<file path="config.mk">
export PLATFORM = sky130hd
export DESIGN_NAME = pci_mem_target
export DESIGN_NICKNAME = d
export VERILOG_FILES = /design/src/rtl/pci_mem_target.sv
export SDC_FILE = /design/constraint.sdc
export NUM_CORES = 1
export LEC_CHECK = 0
export ABC_AREA = 1
export BUFFER_PORTS_ARGS = -buffer_cell sky130_fd_sc_hd__buf_2
export CAP_MARGIN = 20
export CORE_ASPECT_RATIO = 1.5
export CORE_UTILIZATION = 62
export CTS_CLUSTER_DIAMETER = 200
export DETAILED_ROUTE_END_ITERATION = 12
export PLACE_DENSITY_LB_ADDON = 0.1
export SLEW_MARGIN = 0
export SYNTH_ARGS = -nofsm -noshare
export SYNTH_HDL_FRONTEND = slang
export SYNTH_SLANG_ARGS = --single-unit
export TNS_END_PERCENT = 1
</file>
<file path="constraint.sdc">
create_clock -name clk -period 2.4 [get_ports clk]
set_input_delay 0.24 -clock clk [delete_from_list [all_inputs] [get_ports clk]]
set_output_delay 0.24 -clock clk [all_outputs]
set_load 0.01 [all_outputs]
</file>
<file path="src/rtl/pci_mem_target.sv">
// Simplified PCI memory target: decodes MEMRD/MEMWR in a fixed address window and
// serves bursts from a small internal word array with a programmable wait-state count.
module pci_mem_target #(
   parameter logic [31:0] BASE_ADDR   = 32'h0000_1000,
   parameter int          ADDR_BITS   = 4,
   parameter int          WAIT_STATES = 1
) (
   input  logic        clk,
   input  logic        reset_,
   input  logic        FRAME_,
   input  logic        IRDY_,
   input  logic [3:0]  C_BE_,
   input  logic [31:0] AD_in,
   output logic        DEVSEL_,
   output logic        TRDY_,
   output logic [31:0] AD_out,
   output logic        AD_oe
);

   typedef enum logic [2:0] {S_IDLE, S_DECODE, S_WAIT, S_DATA, S_TURN, S_IGNORE} state_t;

   localparam logic [3:0] CMD_MEMRD = 4'b0110;
   localparam logic [3:0] CMD_MEMWR = 4'b0111;
   localparam logic [2:0] WS        = 3'(WAIT_STATES);
   localparam logic [2:0] WS_M1     = (WAIT_STATES > 0) ? 3'(WAIT_STATES - 1) : 3'd0;
   localparam bit         HAS_WAIT  = (WAIT_STATES > 0);

   state_t                r_state, w_nxt;
   logic [2:0]            r_cnt;
   logic [ADDR_BITS-1:0]  r_idx, w_idx_inc;
   logic                  r_rd;
   logic                  r_devsel_n, r_trdy_n, r_ad_oe;
   logic [31:0]           r_ad_out;
   logic [31:0]           r_mem [2**ADDR_BITS];
   logic                  w_hit, w_abort, w_xfer;

   assign w_hit     = ((C_BE_ == CMD_MEMRD) || (C_BE_ == CMD_MEMWR)) &&
                      (AD_in[31:ADDR_BITS+2] == BASE_ADDR[31:ADDR_BITS+2]) &&
                      (AD_in[1:0] == 2'b00);
   assign w_abort   = FRAME_ && IRDY_;
   assign w_xfer    = (r_state == S_DATA) && !IRDY_ && !r_trdy_n;
   assign w_idx_inc = r_idx + 1'b1;

   always_ff @(posedge clk or negedge reset_) begin
      if (!reset_) r_state <= S_IDLE;
      else         r_state <= w_nxt;
   end

   always_comb begin
      w_nxt = r_state;
      case (r_state)
         S_IDLE:   if (!FRAME_) w_nxt = w_hit ? S_DECODE : S_IGNORE;
         S_DECODE: w_nxt = w_abort ? S_TURN : S_WAIT;
         S_WAIT:   if (w_abort) w_nxt = S_TURN;
                   else if (r_cnt == 3'd0) w_nxt = S_DATA;
         S_DATA:   if (w_abort) w_nxt = S_TURN;
                   else if (w_xfer) begin
                      if (FRAME_)        w_nxt = S_TURN;
                      else if (HAS_WAIT) w_nxt = S_WAIT;
                   end
         S_TURN:   w_nxt = S_IDLE;
         S_IGNORE: if (w_abort) w_nxt = S_IDLE;
         default:  w_nxt = S_IDLE;
      endcase
   end

   always_ff @(posedge clk or negedge reset_) begin
      if (!reset_) begin
         r_cnt      <= 3'd0;
         r_idx      <= '0;
         r_rd       <= 1'b0;
         r_devsel_n <= 1'b1;
         r_trdy_n   <= 1'b1;
         r_ad_oe    <= 1'b0;
         r_ad_out   <= 32'd0;
      end else begin
         case (r_state)
            S_IDLE: if (!FRAME_) begin
               r_idx <= AD_in[ADDR_BITS+1:2];
               r_rd  <= (C_BE_ == CMD_MEMRD);
            end
            S_DECODE: if (!w_abort) begin
               r_devsel_n <= 1'b0;
               r_cnt      <= WS;
            end
            S_WAIT: if (w_abort) begin
               r_devsel_n <= 1'b1;
               r_trdy_n   <= 1'b1;
            end else begin
               // read turnaround: the master released AD after the address phase
               if (r_rd) r_ad_oe <= 1'b1;
               if (r_cnt == 3'd0) begin
                  r_trdy_n <= 1'b0;
                  if (r_rd) r_ad_out <= r_mem[r_idx];
               end else begin
                  r_cnt <= r_cnt - 3'd1;
               end
            end
            S_DATA: if (w_abort) begin
               r_devsel_n <= 1'b1;
               r_trdy_n   <= 1'b1;
            end else if (w_xfer) begin
               r_idx <= w_idx_inc;
               if (FRAME_) begin
                  r_devsel_n <= 1'b1;
                  r_trdy_n   <= 1'b1;
               end else if (HAS_WAIT) begin
                  r_trdy_n <= 1'b1;
                  r_cnt    <= WS_M1;
               end else if (r_rd) begin
                  r_ad_out <= r_mem[w_idx_inc];
               end
            end
            S_TURN: begin
               r_devsel_n <= 1'b1;
               r_trdy_n   <= 1'b1;
               r_ad_oe    <= 1'b0;
            end
            default: ;
         endcase
      end
   end

   // array is deliberately left unreset
   always_ff @(posedge clk) begin
      if (w_xfer && !r_rd) begin
         for (int k = 0; k < 4; k++)
            if (!C_BE_[k]) r_mem[r_idx][8*k +: 8] <= AD_in[8*k +: 8];
      end
   end

   assign DEVSEL_ = r_devsel_n;
   assign TRDY_   = r_trdy_n;
   assign AD_out  = r_ad_out;
   assign AD_oe   = r_ad_oe;

endmodule

</file>
Word level (Yosys, flattened, before mapping)
Memories as Yosys holds them, arrays and structs flattened. A register that Yosys moved wholly into a read port is not among the register bits.
Cells that the tools add are included.

word-level totals
  flip-flop bits (word level) = 14
  bits in writable memories = 512
  logic and storage cells = 107
  memories kept = 1

cells by class
  add/sub/neg operators = 2
  eq/ne operators = 21
  muxes and demuxes = 47
  bitwise logic cells = 2
  reduce and logical (&&, ||, !) cells = 27

memories
  memory  words  width  rd ports  clocked after Yosys merged registers in  write ports  RTL line  text
  r_mem   16     32     1         1                                        1            34        logic [31:0] r_mem [2**ADDR_BITS];

operators by type and width
  operator                                                                 count
  3-bit two-way mux                                                        15
  26-bit by 7-bit equality test with 1-bit output (second input constant)  1
  1-bit two-way mux                                                        23
  2-bit inequality test (second input constant)                            10
  3-bit case mux with 5 select lines                                       1
  4-bit two-way mux                                                        3
  4-bit AND reduction                                                      3
  3-bit inequality test (second input constant)                            3
  3-bit case mux with 3 select lines                                       1
  4-bit by 3-bit equality test with 1-bit output (second input constant)   2
  4-bit case mux with 2 select lines                                       1
  7-bit AND reduction                                                      1
  3-bit by 2-bit equality test with 1-bit output (second input constant)   2
  3-bit equality test (second input constant)                              2
  1-bit logical AND                                                        6
  3-bit logical NOT                                                        2
  3-bit AND reduction                                                      2
  3-bit nonzero test                                                       2
  5-bit AND reduction                                                      1
  4-bit by 1-bit adder with 4-bit output (second input constant)           1
  1-bit logical NOT                                                        4
  1-bit case mux with 4 select lines                                       1
  2-bit nonzero test                                                       2
  4-bit nonzero test                                                       1
  other kinds (8)                                                          9

Depth between registers and ports, before layout
  depth in word-level cells = 7
  depth in mapped cells = 13
  gate-level depth less buffers = 10

Worst setup path after synthesis
No wires, ideal clock.

  path kind = register to register
  from = register r_idx[0]
  to = memory r_mem[12][0] (enable)
  library setup time = 0.370 ns
  arrival time = 1.730 ns
  path slack = 0.300 ns
  stages on the path, launching flop included = 9
  buffers on the path = 4
  path through = dfrtp_1 buf_6 inv_4 buf_6 buf_12 buf_2 ha_1 nand2_1 nor2_1

RTL lines
  element                 RTL line  text
  from (decl)             30        logic [ADDR_BITS-1:0] r_idx, w_idx_inc;
  from (signal assigned)  79        r_idx <= AD_in[ADDR_BITS+1:2];
  from (signal assigned)  103       r_idx <= w_idx_inc;
  to (decl)               34

Straight into the memory's write port.

Worst setup path after layout
  from = register r_state[2]
  to = memory r_mem[5][24] (enable)

on the way
  cells in the longest elaborated chain, start to end = 6

RTL lines
  element                                         RTL line  text
  from (decl)                                     28        state_t r_state, w_nxt;
  from (signal assigned)                          46        else r_state <= w_nxt;
  3-bit by 2-bit equality test with 1-bit output  41        assign w_xfer = (r_state == S_DATA) && !IRDY_ && !r_trdy_n;
  1-bit logical AND (2 in a row)                  41
  1-bit logical AND                               126       if (w_xfer && !r_rd) begin
  1-bit two-way mux                               126
  1-bit two-way mux (not written as such)         128       if (!C_BE_[k]) r_mem[r_idx][8*k +: 8] <= AD_in[8*k +: 8];

No other way between the ends.

==> out/results.ini <==
[grt]
grt_max_degree = 147
track_usage_pct = 31.2
use_met2_pct = 54.4
globalRouteOverflowTotal = 0
use_met3_pct = 3.45
use_met1_pct = 39.1
busiest_layer = met2
grt_pass1_wl_um = 88400
antenna_found_initial = 0
first_global_vias = 15600

[drt]
wl_per_cell_um = 21.2
route.detailed.drc = 0
drt_first_pass_iters = 6
wl_um = 58600
num_vias = 15900
drt_iter0_drc = 1682
avgViaCountPerCell = 5.75
ant_nets = 0

[cts]
post_cts_resize_count = 0
clk_pin_slew_worst_paths_ps = 60
htree_levels = 2
numCtsBuffers = 49
clk_path_buf_depth = 3
numClockSinks = 558
insertion_delay_ps = 570
postCtsHoldBufs = 3
cts_tree = done
post_cts_buffers = 0
cts_root_buf = clkbuf_16

[timing]
worstMarginPinSlew_ps = 1010
final.setup.tns_ps = 0
maxSlewHeadroom_pct = 32.4
period_needed_ps = 2180
setup_violations = 0
hold_viol = 0
rsz0062_at_grt = no
finalWorstSetupSlack_ps = 223
fin_skew_ps = 9.32
finalCritPeriodShare_pct = 90.7
max_clock_freq_mhz = 459
slew_violations = 0

[synthesis]
synthFlopType = edfxtp_1
syn_inst = 2108
yosysUniqueCellTypes = 35
ys_seq_area_share_pct = 71.1
synth_seq_cells = 558
synth_nets = 2154
synth_top_cell_by_area = edfxtp_1
synth_area_um2 = 23200
yosysTopAreaCellShare_pct = 66.2
yosysWarnings = 0
synth_area_leaders = edfxtp_1, nand2_1, nor2_1
synth_area_per_cell_um2 = 11.0
synth_edf_count = 512
async_flop_share_pct = 8.24

[power]
power_density_nw_per_um2 = 1060
power_leakage_nw = 9.96
vdd_drop_max_mv = 0.958

[placement]
dp_hpwl_um = 36200
port_buffers = 74
post-place-ws_ps = 249
dp.cells = 2665
gp_congestion = 0.924

[worst_setup_path]
crit_fanout = 16
crit_path_start_kind = register
crit_type = reg2reg
cpLargestDelayFamily = simple AND/OR/NAND/NOR gates
required_ps = 2680
r2r_setup_slack_ps = 220
crit_slowest_cell = dfrtp_1
worstSetupEndpointType = register
worstPathCellList = inv_2 > nand2_1 > nor2_4 > nand2_1 > nor2_4 > nand2_2 > nor2_1 > buf_4
max_stage_delay_ps = 430
critPathBufInv = 2
worstPathArrival_ps = 2460

[layout]
fin_cells = 2759
multi_input_area_um2 = 5810
drive_gt1_share_pct = 13.8
final_nets = 2281
final_common_cell = edfxtp_1
antenna_cells = 0
nFillCells = 2750
seq_area_um2 = 16500
final_cell_mix = edfxtp_1, nand2_1, nor2_1
area_growth_pct = 12.5

[die]
die_w_um = 160
die_y_um = 239
num_rows = 86
dieArea_um2 = 38300
io_pins = 75
start_util_pct = 63.1
core_region_area_um2 = 36800

[run_status]
status = completed

[min_path]
hp-class = in2reg

[job]
maxCapViolCount = 0

[worst register-to-register path, stage by stage (launching register included)]
cell and delay (ps):
dfrtp_1 430, inv_2 80, nand2_1 90, nor2_4 170, nand2_1 150, nor2_4 170
nand2_2 260, nor2_1 330, buf_4 220
[routing by layer]
metal,vias to the layer above,wire (um)
met2,730,29500
met3,175,4070
met4,0,2940
met5,-,0
li1,7327,-
met1,7620,22100
[Yosys cell counts (2+ instances only)]
library cell and number:
o21ai_0 175, a21oi_1 2, edfxtp_1 512, o21ai_1 34, nand2_2 15, nand2_1 506
inv_2 4, or2_2 26, or2_1 6, nor2_4 2, buf_4 12, xor2_1 2
buf_2 56, buf_1 5, dfstp_2 2, o211ai_1 2, nand3_1 131, ha_1 6
buf_12 2, dfrtp_1 44, nand4_1 2, nor2_1 446, clkbuf_1 26, nor2_2 3
buf_6 8, inv_1 70
[report_power, final]
| part | internal (mW) | switching, mW |
|---|---|---|
| Combinational | 2.59 | 6.14 |
| Clock | 4.31 | 3.36 |
| Sequential | 11.0 | 0.244 |
[stage by stage]
step | utilization, % | total power [mW] | area (um^2) | hold WS [ps]
CTS | 71.0 | 27.6 | 26100 | 11.5
detailed placement | 66.7 | 20.0 | 24500 | 268
global route | 71.0 | 28.9 | 26100 | 73.5
finish | 71.0 | 27.6 | 26100 | 23.3
floorplan | - | 17.3 | 23200 | -55.6
global placement | 66.7 | 19.9 | 24500 | 264
[final cells by class]
cell class                 instances  area share, %
multi-input combinational       1364           22.2
clock buffer                      71           5.40
tap                              484           2.32
timing repair buffer             186           5.05
clock inverter                    20          0.589
inverter                          76           1.12
sequential                       558           63.3
[state kept, by name, summed over array words and instances, names as in the netlist]
register	cells
r_mem	512
AD_out	32
r_idx	4
r_cnt	3
r_state	3
AD_oe	1
DEVSEL_	1
TRDY_	1
r_rd	1
[final timing paths]
check	start	endpoint	cells past startpoint
max	r_state[2]	r_mem[5][24]	8
min	FRAME_	r_rd	4
max reg2reg	r_state[2]	r_mem[5][24]	8
min reg2reg	AD_oe	AD_oe	1
max in group asynchronous	reset_	DEVSEL_	3
min in group asynchronous	reset_	AD_out[21]	3
[cell families after synthesis]
logic type / Yosys count / synth area share, %
simple gates: 1140 / 19.8
flops: 558 / 71.1
compound gates: 215 / 4.67
xor+xnor: 3 / 0.113
fa+ha+maj: 6 / 0.323
buf+inv: 186 / 3.92
Power figures use the tool's default switching activity.
